$ cat config.mk
export PLATFORM = sky130hd
export DESIGN_NAME = counter_sweep_ctrl
export DESIGN_NICKNAME = d
export VERILOG_FILES = /design/src/rtl/counter_sweep_ctrl.sv
export SDC_FILE = /design/constraint.sdc
export NUM_CORES = 1
export LEC_CHECK = 0
export CORE_ASPECT_RATIO = 0.5
export CORE_UTILIZATION = 45
export DETAILED_ROUTE_END_ITERATION = 6
export PLACE_DENSITY = 0.79
export SLEW_MARGIN = 5
export SYNTH_ARGS = -nofsm -noshare
export SYNTH_HDL_FRONTEND = slang
export SYNTH_SLANG_ARGS = --single-unit
$ cat constraint.sdc
create_clock -name clk -period 4.15 [get_ports clk]
set_input_delay 0.415 -clock clk [delete_from_list [all_inputs] [get_ports clk]]
set_output_delay 0.415 -clock clk [all_outputs]
set_load 0.05 [all_outputs]
$ cat src/rtl/counter_sweep_ctrl.sv
// Triangle-sweep sequencer for the 8-bit loadable up/down counter.
// Loads a start value, counts up to hi_lim, down to lo_lim, and repeats
// for the requested number of sweeps. Counter control pins are decoded
// from the current state so the counter acts on the same edge as the FSM.
//
//  state  | meaning
//  -------+--------------------------------------------------------------
//  IDLE   | waiting for start; counter held at its current value
//  LOAD   | counter loads the latched start value
//  UP     | counter increments until it reaches hi_lim
//  DOWN   | counter decrements until it reaches lo_lim (one sweep done)
//  DONE   | all sweeps complete; counter held, done pulse follows
module counter_sweep_ctrl #(
   parameter int DATA_WIDTH  = 8,
   parameter int SWEEP_WIDTH = 4
) (
   input  logic                   clk,
   input  logic                   clear,
   input  logic                   start,
   input  logic                   abort,
   input  logic [DATA_WIDTH-1:0]  start_val,
   input  logic [DATA_WIDTH-1:0]  hi_lim,
   input  logic [DATA_WIDTH-1:0]  lo_lim,
   input  logic [SWEEP_WIDTH-1:0] sweeps,
   input  logic [DATA_WIDTH-1:0]  cnt_qd,
   output logic [DATA_WIDTH-1:0]  cnt_d,
   output logic                   cnt_load,
   output logic                   cnt_up_down,
   output logic                   cnt_clear_n,
   output logic                   busy,
   output logic                   done,
   output logic                   err,
   output logic [SWEEP_WIDTH-1:0] sweep_cnt
);

   typedef enum logic [2:0] {
      S_IDLE = 3'd0,
      S_LOAD = 3'd1,
      S_UP   = 3'd2,
      S_DOWN = 3'd3,
      S_DONE = 3'd4
   } state_t;

   localparam int EW = DATA_WIDTH + 1;

   state_t                 state_q, state_d;
   logic [DATA_WIDTH-1:0]  start_val_q, start_val_d;
   logic [DATA_WIDTH-1:0]  hi_lim_q, hi_lim_d;
   logic [DATA_WIDTH-1:0]  lo_lim_q, lo_lim_d;
   logic [SWEEP_WIDTH-1:0] sweeps_q, sweeps_d;
   logic [SWEEP_WIDTH-1:0] sweep_cnt_q, sweep_cnt_d;
   logic                   err_q, err_d;
   logic                   done_q;

   logic [EW-1:0]          qd_inc, qd_dec;
   logic                   params_ok;

   // Turn-point detection looks one step ahead; the extra bit keeps the
   // +/-1 from aliasing at the ends of the range.
   assign qd_inc = {1'b0, cnt_qd} + EW'(1);
   assign qd_dec = {1'b0, cnt_qd} - EW'(1);

   assign params_ok = (lo_lim < hi_lim) && (lo_lim <= start_val) &&
                      (start_val <= hi_lim) && (sweeps != '0);

   // Next-state, parameter latching and counter pin decode.
   always_comb begin
      state_d     = state_q;
      start_val_d = start_val_q;
      hi_lim_d    = hi_lim_q;
      lo_lim_d    = lo_lim_q;
      sweeps_d    = sweeps_q;
      sweep_cnt_d = sweep_cnt_q;
      err_d       = 1'b0;
      cnt_load    = 1'b0;
      cnt_d       = cnt_qd;
      cnt_up_down = 1'b0;

      case (state_q)
         S_IDLE: begin
            cnt_load = 1'b1;
            if (start) begin
               if (params_ok) begin
                  start_val_d = start_val;
                  hi_lim_d    = hi_lim;
                  lo_lim_d    = lo_lim;
                  sweeps_d    = sweeps;
                  sweep_cnt_d = '0;
                  state_d     = S_LOAD;
               end else begin
                  err_d = 1'b1;
               end
            end
         end
         S_LOAD: begin
            cnt_load = 1'b1;
            cnt_d    = start_val_q;
            if (abort)
               state_d = S_IDLE;
            else if (start_val_q < hi_lim_q)
               state_d = S_UP;
            else
               state_d = S_DOWN;
         end
         S_UP: begin
            cnt_up_down = 1'b1;
            if (abort)
               state_d = S_IDLE;
            else if (qd_inc == {1'b0, hi_lim_q})
               state_d = S_DOWN;
         end
         S_DOWN: begin
            if (abort) begin
               state_d = S_IDLE;
            end else if (qd_dec == {1'b0, lo_lim_q}) begin
               sweep_cnt_d = sweep_cnt_q + SWEEP_WIDTH'(1);
               state_d     = (sweep_cnt_d == sweeps_q) ? S_DONE : S_UP;
            end
         end
         S_DONE: begin
            cnt_load = 1'b1;
            state_d  = S_IDLE;
         end
         default: state_d = S_IDLE;
      endcase
   end

   // State and latched-parameter registers with synchronous clear.
   always_ff @(posedge clk) begin
      if (clear) begin
         state_q     <= S_IDLE;
         start_val_q <= '0;
         hi_lim_q    <= '0;
         lo_lim_q    <= '0;
         sweeps_q    <= '0;
         sweep_cnt_q <= '0;
         err_q       <= 1'b0;
         done_q      <= 1'b0;
      end else begin
         state_q     <= state_d;
         start_val_q <= start_val_d;
         hi_lim_q    <= hi_lim_d;
         lo_lim_q    <= lo_lim_d;
         sweeps_q    <= sweeps_d;
         sweep_cnt_q <= sweep_cnt_d;
         err_q       <= err_d;
         done_q      <= (state_q == S_DONE);
      end
   end

   assign cnt_clear_n = ~clear;
   assign busy        = (state_q != S_IDLE);
   assign done        = done_q;
   assign err         = err_q;
   assign sweep_cnt   = sweep_cnt_q;

endmodule
* Word level (Yosys, flattened, before mapping)
Cells that the tools add are included.
Word-level totals: register bits 37, input bits 40, output and inout port bits 18, word-level logic and storage cells 62
Operators by class: add/sub/neg operators 3, magnitude comparators 4, eq/ne operators 13, multiplexer cells 19, bitwise gates (word level) 3, reduce and logical (&&, ||, !) cells 12
Operators with widths (count):
- $mux W3 | 7
- $eq A9 B8 Y1 | 2
- $le A8 B8 Y1 | 2
- $lt A8 B8 Y1 | 2
- $mux W4 | 4
- $pmux W3 S4 | 1
- $add A8 B1 Y9 const B | 1
- $sub A8 B1 Y9 const B | 1
- $mux W8 | 1
- $ne A2 B2 Y1 const B | 4
- $pmux W4 S2 | 1
- $eq A3 B2 Y1 const B | 2
- $ne A3 B3 Y1 const B | 2
- $reduce_or A3 Y1 | 2
- $reduce_and A5 Y1 | 1
- $add A4 B1 Y4 const B | 1
- $eq A4 B4 Y1 | 1
- $mux W1 | 4
- $reduce_and A4 Y1 | 1
- $reduce_bool A4 Y1 | 1
- $eq A3 B1 Y1 const B | 1
- $eq A3 B3 Y1 const B | 1
- $logic_and A1 B1 Y1 | 3
- $logic_not A3 Y1 | 1
- other kinds (5) | 7

* Longest topological paths before layout
word-level depth 7, gate-level depth with buffers 11, mapped depth without buffers 9

* Worst setup path after synthesis
OpenSTA, ideal clock, no wires.
path kind input port to flip-flop, start point input port cnt_qd[0], end point register sweep_cnt_q[2], in the netlist sweep_cnt[2], library setup time 122 ps, data arrival time 2470 ps, data required time 4028 ps, path slack 1558 ps, cell stages on the path 10, buffers on the path 1, cells stage by stage buf_2 -> inv_1 -> ha_1 -> or2b_1 -> or4b_4 -> a211oi_2 -> o2111ai_2 -> nor2_4 -> a211oi_1 -> a311o_1
Between the ends: cells in the longest elaborated chain, start to end 4
RTL lines:
- start, declared | RTL line 25 | input logic [DATA_WIDTH-1:0] cnt_qd,
- $sub A8 B1 Y9 | RTL line 61 | assign qd_dec = {1'b0, cnt_qd} - EW'(1);
- $eq A9 B8 Y1 | RTL line 115 | end else if (qd_dec == {1'b0, lo_lim_q}) begin
- $ne A2 B2 Y1 (no line)
- $reduce_and A5 Y1 (no line)
- end signal, assigned | RTL line 145 | sweep_cnt_q <= sweep_cnt_d;
- end, declared | RTL line 51 | logic [SWEEP_WIDTH-1:0] sweep_cnt_q, sweep_cnt_d;
No other way between the ends. A chain may end at the register's enable or synchronous reset.

* Worst setup path in the final report
start point input port cnt_qd[0], end point register sweep_cnt_q[0], in the netlist sweep_cnt[0]
Same word-level chain as after synthesis.

==> run_results.csv <==
group,metric,value,unit
route,routedWlPerCell,13.9,µm
logic_synthesis,synth-simple-area-share,18.3,%
sta,setup_viol,0,
critical_path,cpMaxStageDelayCell,"clkdlybuf4s50_1",
clock_network,clk_latency,0.28,ns
final_layout,insertedDiodeCount,0,
global_route,antenna_found_initial,0,
route,drt_first_pass_iters,6,
route,drc_errors,0,
clock_network,numCtsBuffers,5,
clock_network,cts.path.max_buffers,2,
logic_synthesis,synth.area.top_cells,"dfxtp_1, ha_1, mux2i_1, nor2_1, inv_1",
clock_network,cts-root-buf,"clkbuf_16",
sta,finalSetupTns,0,ns
logic_synthesis,synth-main-ff-cell,"dfxtp_1",
placement,hpwl,5230,µm
critical_path,critPathArrivalTime,3.22,ns
job,maxCapViolCount,0,
critical_path,required,4.36,ns
global_route,grt_usage,21.3,%
critical_path,crit_type,"in2reg",
logic_synthesis,synth_compound_area_share,13.9,%
route,drtIter0Drc,102,
power_and_ir_drop,ir_drop,0.000175,V
placement,io_buffers,57,
floorplanning,start_util,46.9,%
logic_synthesis,yosysSeqAreaShare,26.0,%
clock_network,cts_hold_repair.buffers,0,
final_layout,layout.cells.non_filler,483,
global_route,grt_max_degree,31,
critical_path,slowest_delay,0.56,ns
global_route,grt_overflow,0,
sta,finalHoldViolCount,0,
sta,min_period,3.01,ns
status,status,"finished clean",
sta,final_max_slew_viol_count,0,
sta,worst_hold_slack,0.488,ns
floorplanning,dieHeight,58.3,µm
critical_path,path_cells,"clkdlybuf4s50_1, inv_1, ha_1, or2b_1, or4b_4, a211oi_2, o2111ai_2, nor3_1, nor2_1, a21oi_1",
route,drt_wl_total,6710,µm
logic_synthesis,syn_area,2850,µm²
logic_synthesis,yosysTopAreaCell,"dfxtp_1",
final_layout,syn2layout_area_growth,28.4,%
critical_path,path_buf_inv,2,
logic_synthesis,avgSynthCellArea,8.27,µm²
clock_network,path_clk_slew,0.06,ns
critical_path,r2r_setup_slack,1.94,ns
logic_synthesis,synth_common_cells,"nor2_1, dfxtp_1, inv_1",
critical_path,crit_start,"cnt_qd[0]",
logic_synthesis,synth_top_area_share,26.0,%
logic_synthesis,ys_ff_latch,37,
floorplanning,die_area,6680,µm²
logic_synthesis,ys_warn_count,0,
route,num_vias,2495,
power_and_ir_drop,power.leakage,1.47,nW
final_layout,fin_nets,467,
floorplanning,io_pins,58,
floorplanning,rows,20,
logic_synthesis,synth_xor_area_share,6.75,%
route,postRouteAntennaNets,0,
clock_network,cts-resized-gates,0,
global_route,grt_pass1_wl,11100,µm
critical_path,end_kind,"flop",
logic_synthesis,syn_inst,345,
logic_synthesis,synthMuxAreaShare,12.9,%
sta,fin_crit_sh,72.5,%
logic_synthesis,synth_top_family_by_area,"simple AND/OR/NAND/NOR gates",
global_route,first_global_vias,2345,
sta,max-slew-margin-rel,62.4,%
critical_path,r2r-start,"lo_lim_q[6]$_SDFFE_PP0P_",
critical_path,path_delay_family,"simple AND/OR/NAND/NOR gates",
hold_path,hold_path_depth,2,
sta,fmax,0.332,GHz
critical_path,crit_end,"sweep_cnt[0]$_SDFFE_PP0P_",
clock_network,post_cts_buffers,0,
logic_synthesis,synth_most_common_cell,"nor2_1",
critical_path,cp.depth,10,
critical_path,reg2reg_to,"sweep_cnt[0]$_SDFFE_PP0P_",
power_and_ir_drop,power.density,325,nW/µm²
placement,gp_congestion,0.819,
sta,tightest_slew,0.560,ns
clock_network,clock_sinks,37,
critical_path,cp_max_fo,9,
critical_path,start_kind,"input pin",
logic_synthesis,synth-edff-count,0,
clock_network,cts_tree,"built",
logic_synthesis,synth_fp_nets,418,
logic_synthesis,synth_adder_area_share,14.5,%
placement,dpl.cell_count,475,
critical_path,r2r_cells,7,
logic_synthesis,async_flop_share,0,%
floorplanning,core_area,6080,µm²
route,routed_via_density,5.17,
logic_synthesis,synth.distinct_cells,54,
clock_network,h-tree-depth,2,
sta,rsz0062_at_grt,"false",
hold_path,hold_class,"reg2reg",
floorplanning,die_w,115,µm
final_layout,layout-drive-gt1-share,6.33,%
sta,clock_skew,0.00387,ns
[stage by stage]
stage	setup WS, ns	total power [mW]	area (µm²)	utilization [%]
global placement	0.966	0.701	3470	57.1
detailed placement	0.881	0.705	3470	57.1
floorplan	1.56	0.598	2850	-
global route	0.984	1.24	3660	60.2
finish	1.14	1.19	3660	60.2
CTS	1.14	1.20	3660	60.2
[power breakdown]
| part | switching, mW | total, mW | internal [mW] | leakage, nW |
|---|---|---|---|---|
| combinational | 0.171 | 0.312 | 0.141 | 1.08 |
| sequential | 0.0168 | 0.388 | 0.371 | 0.300 |
| clock | 0.148 | 0.491 | 0.343 | 0.0938 |
| total | 0.336 | 1.19 | 0.855 | 1.47 |
[placed cells by master, fill, tap and decap left out, types with 5 or more instances in the layout]
cell	Yosys	routed
ha_1	33	33
nand2_1	12	12
mux2_2	7	7
nor2_1	41	41
nor2b_1	5	5
xnor2_1	14	14
nand4_1	6	6
and3_1	5	5
clkdlybuf4s50_1	0	57
xor2_1	8	8
o21ai_0	14	14
a31oi_1	5	5
nor3_1	8	8
dfxtp_1	37	37
mux2i_1	29	29
a21oi_1	19	19
inv_1	36	36
clkbuf_16	0	5
[kinds of logic (layout without fill, tap and decap cells)]
kind of cell / Yosys count / after routing
AO/OA/AOI/OAI: 61 / 61
adder cells (fa/ha/maj): 33 / 33
flip-flops: 37 / 37
buffers and inverters: 54 / 104
AND/OR/NAND/NOR: 102 / 102
XOR/XNOR: 22 / 22
multiplexers: 36 / 36
[layout make-up]
cell class / count / area, µm²
clock buffers: 5 / 125
clock inverters: 3 / 65.1
fillers: 533 / 2420
inverters: 36 / 135
multi-input cells: 254 / 1890
flip-flops and latches: 37 / 741
well taps: 88 / 110
repair buffers: 60 / 593
[flip-flops by register name, indices dropped and copies added (netlist names)]
register and flops:
state_q 3, sweeps_q 4, lo_lim_q 8, sweep_cnt 4
done 1, start_val_q 8, hi_lim_q 8, err 1
[worst min path at each step]
stage / end / startpoint
final: sweep_cnt[1]$_SDFFE_PP0P_ / sweep_cnt[1]$_SDFFE_PP0P_
after global routing: sweep_cnt[1]$_SDFFE_PP0P_ / sweep_cnt[1]$_SDFFE_PP0P_
after CTS: sweep_cnt[1]$_SDFFE_PP0P_ / sweep_cnt[1]$_SDFFE_PP0P_
after detailed placement: sweep_cnt[1]$_SDFFE_PP0P_ / sweep_cnt[1]$_SDFFE_PP0P_
after global placement: sweep_cnt[1]$_SDFFE_PP0P_ / sweep_cnt[1]$_SDFFE_PP0P_
after floorplan: sweeps_q[3]$_SDFFE_PP0P_ / sweeps_q[3]$_SDFFE_PP0P_
[per-layer routing]
metal,routed length (µm),vias up,GRT usage [%]
met4,76,0,5.38
met2,3010,41,35.8
li1,-,1307,-
met1,3420,1140,28.6
met3,206,7,4.22
met5,0,-,0
[worst reg2reg max path, stage by stage, from the launching register on]
cell       delay [ns]
dfxtp_1          0.32
xnor2_1          0.15
or4b_4           0.52
a211oi_2         0.25
o2111ai_2        0.23
nor3_1           0.43
nor2_1           0.08
a21oi_1          0.14
(Power assumes the default switching activity.)
